### config.mk
export PLATFORM = sky130hd
export DESIGN_NAME = one_to_eight_demux_reg
export DESIGN_NICKNAME = d
export VERILOG_FILES = /design/src/rtl/one_to_eight_demux_reg.sv
export SDC_FILE = /design/constraint.sdc
export NUM_CORES = 1
export LEC_CHECK = 0
export BUFFER_PORTS_ARGS = -buffer_cell sky130_fd_sc_hd__buf_4
export CAP_MARGIN = 10
export CORE_ASPECT_RATIO = 0.6
export CORE_UTILIZATION = 35
export CTS_CLUSTER_DIAMETER = 40
export DETAILED_ROUTE_END_ITERATION = 8
export REMOVE_ABC_BUFFERS = 1
export SLEW_MARGIN = 20
export SYNTH_ARGS = -nofsm -noshare
export SYNTH_HDL_FRONTEND = slang
export SYNTH_SLANG_ARGS = --single-unit
### constraint.sdc
create_clock -name i_clk -period 5.7 [get_ports i_clk]
set_input_delay 0.285 -clock i_clk [delete_from_list [all_inputs] [get_ports i_clk]]
set_output_delay 0.285 -clock i_clk [all_outputs]
set_load 0.03 [all_outputs]
### src/rtl/one_to_eight_demux_reg.sv
// ----------------------------------------------------------------------------
// one_to_eight_demux_reg
//
// Registered 1-to-8 write-side demultiplexer. One WIDTH-bit input word is
// steered to the lane picked by i_sel and held there until that lane's
// consumer acknowledges it. Write/distribute counterpart of eight_to_one_mux.
//
// Handshake semantics:
//   Input side : a word transfers on a rising edge where i_in_valid=1 and
//                o_in_ready=1. o_in_ready is combinational, depends only on
//                the held lane state, i_sel and i_out_ack (never i_in_valid),
//                and the source need not hold i_d/i_sel while stalled.
//   Output side: lane i offers data while o_out_valid[i]=1; the consumer
//                takes it on an edge with i_out_ack[i]=1. Acks on empty
//                lanes are ignored.
//
// Ports:
//   i_clk        rising-edge clock
//   i_rst        asynchronous active-high reset
//   i_d          input data word (WIDTH)
//   i_sel        destination lane 0..7
//   i_in_valid   i_d/i_sel valid this cycle
//   o_in_ready   lane i_sel can accept this cycle (combinational)
//   o_y          lane i data at o_y[i*WIDTH +: WIDTH] (registered)
//   o_out_valid  per-lane unconsumed-data flags (registered)
//   i_out_ack    per-lane consumer acknowledge
//   o_occupied   number of full lanes, 0..8 (registered)
//   o_stall_cnt  saturating count of cycles with valid & ~ready (registered)
// ----------------------------------------------------------------------------
module one_to_eight_demux_reg #(
    parameter int WIDTH     = 1,
    parameter int CNT_WIDTH = 8
) (
    input  logic                   i_clk,
    input  logic                   i_rst,
    input  logic [WIDTH-1:0]       i_d,
    input  logic [2:0]             i_sel,
    input  logic                   i_in_valid,
    output logic                   o_in_ready,
    output logic [8*WIDTH-1:0]     o_y,
    output logic [7:0]             o_out_valid,
    input  logic [7:0]             i_out_ack,
    output logic [3:0]             o_occupied,
    output logic [CNT_WIDTH-1:0]   o_stall_cnt
);

    localparam logic [CNT_WIDTH-1:0] STALL_MAX = '1;

    logic [8*WIDTH-1:0]   r_y;
    logic [7:0]           r_valid;
    logic [3:0]           r_occupied;
    logic [CNT_WIDTH-1:0] r_stall_cnt;

    logic                 w_ready;
    logic                 w_stall;
    logic [7:0]           w_wr;
    logic [7:0]           w_valid_next;
    logic [3:0]           w_occ_next;

    // A full lane can still accept when its consumer drains it this cycle,
    // which gives one word per cycle per lane back-to-back.
    assign w_ready = ~r_valid[i_sel] | i_out_ack[i_sel];
    assign w_stall = i_in_valid & ~w_ready;

    always_comb begin
        w_wr = 8'h00;
        if (i_in_valid && w_ready) begin
            w_wr[i_sel] = 1'b1;
        end
    end

    // Ack clears a lane, but a write to the same lane in the same cycle wins.
    assign w_valid_next = (r_valid & ~i_out_ack) | w_wr;

    // Occupancy is registered from the next-state flags so it always tracks
    // o_out_valid exactly.
    always_comb begin
        w_occ_next = 4'd0;
        for (int i = 0; i < 8; i++) begin
            w_occ_next = w_occ_next + {3'd0, w_valid_next[i]};
        end
    end

    always_ff @(posedge i_clk or posedge i_rst) begin
        if (i_rst) begin
            r_valid    <= 8'h00;
            r_occupied <= 4'd0;
        end else begin
            r_valid    <= w_valid_next;
            r_occupied <= w_occ_next;
        end
    end

    // Lane data is only ever changed by a write; acks leave it in place.
    always_ff @(posedge i_clk or posedge i_rst) begin
        if (i_rst) begin
            r_y <= '0;
        end else begin
            for (int i = 0; i < 8; i++) begin
                if (w_wr[i]) begin
                    r_y[i*WIDTH +: WIDTH] <= i_d;
                end
            end
        end
    end

    always_ff @(posedge i_clk or posedge i_rst) begin
        if (i_rst) begin
            r_stall_cnt <= '0;
        end else if (w_stall && (r_stall_cnt != STALL_MAX)) begin
            r_stall_cnt <= r_stall_cnt + 1'b1;
        end
    end

    assign o_in_ready  = w_ready;
    assign o_y         = r_y;
    assign o_out_valid = r_valid;
    assign o_occupied  = r_occupied;
    assign o_stall_cnt = r_stall_cnt;

endmodule
==> impl_results.md <==
* Clk pwr share at 24.8%
* Post-route ant nets at 0
* Crit share post-route at 76.4%
* First-pass GRT wire length at 5310 um
* Sequential group share of total power at 40.7%
* Post-Layout Cell Count at 228
* Average size of a mapped cell at 12.0 sq um
* Largest net degree at the start of global routing at 29
* Worst Setup Path Type: flip-flop to flip-flop
* Die Y-Extent at 52.8 um
* R2R Setup Slk at 1.34 ns
* DP Wirelength at 2590 um
* Hold Path Class: primary input to async pin
* CTS tree: yes
* Diode count at 0
* RSZ-0062 raised after global routing: false
* Critical Path RT at 5.88 ns
* Crit path max fanout at 16
* Synth warn at 0
* P_sw at 218 uW
* Share of layout cells above drive strength 1 at 39.3%
* Least-Margin Pin Slew at 0.606 ns
* Fillcell total at 379
* Setup-failing EPs final at 0
* GPL Wtd Cong at 0.822
* Critical Path End Type: flip-flop
* Port bufs at 43
* Final worst path period need at 4.36 ns
* WL/cell at 14.4 um
* Critical path arrival at 4.54 ns
* Final Hold Fails at 0
* Slew headroom at 59.6%
* Die Area at 0.00457 sq mm
* Resized cells post-CTS at 0
* Max Cap Violations at 0
* Initial antenna violation count at 0
* Status: finished, final reports clean
* Initial core utilization at 36.5%
* Sw Ratio at 34.4%
* Global route overflow at 0
* CTS Buffer Depth at 2
* Root buf cell: clkbuf_8
* Die outline width at 86.6 um
* Worst R2R Path Depth at 15
* Cell Chain, Critical Path: mux4_1 -> mux2_2 -> nand2_2 -> nand3_1 -> o21a_1 -> fa_1 -> inv_1 -> fa_1 -> inv_1 -> fa_1 -> inv_1 -> ha_1 -> inv_1 -> fa_1 -> inv_1
* DR vias/cell at 4.75
* Worst vdd ir at 0.127 mV
* Critical path's slowest cell: fa_1
* Synthesized cell area at 0.00150 sq mm
* IO Pins at 44
* Count of pins over their slew limit at 0
* Htree depth at 1
* Area Growth Syn to Fin at 28.9%
* Post-Syn Instances at 125
* Int Pwr at 415 uW
* Total core area at 0.00412 sq mm
* Pre-Repair DR Iteration Count at 4
* Area of the multi-input gates at 701 sq um
* Power Density at 327 mW/mm^2
* Total GRT Usage at 15.8%
* Clk_skew at 0.00926 ns
* Fin nets at 192
* Area taken by flip-flops and latches at 701 sq um
* Residual DRC count at 0
* R2R Path Start: o_out_valid[3]
* End of the worst register-to-register path: o_occupied[1]
* Routed via count at 1082
* Combinational fraction of design power at 34.4%
* Placed Instances at 224
* TritonCTS Buffers at 3
* Setup bufs post-CTS at 0
* Num Clock Sinks at 28
* Most used cell along the critical path: inv_1
* Number of global-route vias before repair at 1021
* Clk slew on worst S/H paths at 0.10 ns
* Cell Rows at 18
* Setup Total Neg Slack at 0 ns
* DRT iter0 DRCs at 80
* Post-CTS Hold Buffers at 0
* Synthesized flop and latch total at 28
* Crit start category: flip-flop
* Synth cell types at 32
* Largest stage delay on the critical path at 0.53 ns
* Routed WL at 3280 um
* Fmax at 230 MHz
* Sequential fraction of the synthesis area at 46.6%
* Worst skew pair latency at 0.28 ns
* Lkg Pwr at 0.963 nW
state kept, by name (all words and copies together) (netlist names):
name and cells:
o_occupied 4, o_stall_cnt 8, o_out_valid 8, o_y 8
worst max path at each step:
stage,slack (ns),endpoint,startpoint
floorplan,1.39,o_occupied[2],o_out_valid[3]
global placement,1.31,o_occupied[1],i_sel[0]
detailed placement,1.29,o_occupied[1],i_sel[0]
CTS,1.34,o_occupied[1],o_out_valid[3]
global route,1.16,o_occupied[2],o_out_valid[3]
finish,1.34,o_occupied[1],o_out_valid[3]
power by group through the flow:
stage                     combinational (mW)  clock [mW]  sequential [mW]
after floorplan                       0.0640           0            0.327
after global placement                 0.216           0            0.262
after detailed placement               0.219           0            0.263
after CTS                              0.220       0.162            0.259
after global routing                   0.236       0.171            0.264
final                                  0.218       0.157            0.258
logic make-up after synthesis:
logic type	synth area share, %
multiplexers	15.1
AND/OR/NAND/NOR	12.3
AO/OA/AOI/OAI	5.82
XOR/XNOR	4.66
flip-flops	46.6
adder cells (fa/ha/maj)	8.65
buffers and inverters	6.82
final cells by class:
class | count | area share [%]
clock buffer | 3 | 2.13
multi-input combinational | 75 | 36.2
inverter | 18 | 3.49
tap | 60 | 3.87
clock inverter | 1 | 1.55
sequential | 28 | 36.2
timing repair buffer | 43 | 16.7
metal layers:
layer | vias up | routed length, um | GRT usage (%)
li1 | 518 | - | -
met1 | 532 | 1710 | 24.2
met2 | 30 | 1400 | 22.1
met3 | 2 | 145 | 4.41
met4 | 0 | 26 | 2.50
met5 | - | 0 | 0
layout by cell type, fill, tap and decap left out:
master	netlist	layout
clkbuf_8	0	3
fa_1	4	4
nor2_1	2	2
o21a_1	5	5
nand4_1	3	3
mux2_1	1	1
nand3_2	1	1
o21ai_1	1	1
inv_2	0	1
mux4_2	2	2
xor2_1	7	7
and2b_2	1	1
mux4_1	2	2
nand2_1	2	2
inv_1	18	17
ha_1	4	4
mux2_4	2	2
nand4_2	2	2
nor4_1	2	2
o21ai_0	8	8
xnor2_1	1	1
dfrtp_1	28	28
nor2b_1	3	3
mux2i_1	1	1
nor3_1	3	3
buf_4	1	43
nand3_1	7	7
a21oi_1	1	1
mux2_2	7	7
bufinv_16	0	1
and3_2	1	1
nand2_2	1	1
nor4_2	1	1
cell usage after synthesis (all sizes together):
cell	number	share of area, %
o21a	5	2.5
and3	1	0.50
nor3	3	1.0
fa	4	5.3
xnor2	1	0.58
mux4	4	6.5
mux2	10	8.0
ha	4	3.3
o21ai	9	3.0
dfrtp	28	47
a21oi	1	0.33
nand4	5	2.9
and2b	1	0.58
nor2	2	0.50
nand2	3	0.92
nand3	8	3.0
xor2	7	4.1
buf	4	2.3
inv	18	4.5
nor2b	3	1.2
mux2i	1	0.67
nor4	3	1.7
worst max-delay path, delay by kind of cell (launching register included):
kind	cells	cell delay, ns
DFF	1	0.42
adders and majority gates	5	2.12
buffers and inverters	5	0.26
muxes	2	0.81
and+or+nand+nor	2	0.47
AOI/OAI and AO/OA	1	0.17
through the flow:
step           total power [mW]  utilization, %  hold slack [ns]  cell area, sq um  setup slack, ns
6_report                  0.634            47.0           0.0737              1940             1.34
3_3_place_gp              0.478            45.3            0.483              1870             1.31
4_1_cts                   0.641            47.0            0.182              1940             1.34
3_5_place_dp              0.482            45.3            0.487              1870             1.29
2_1_floorplan             0.391               -            0.350              1470             1.39
5_1_grt                   0.671            47.0            0.120              1940             1.16
No activity file was read; power rests on OpenSTA's default activity.
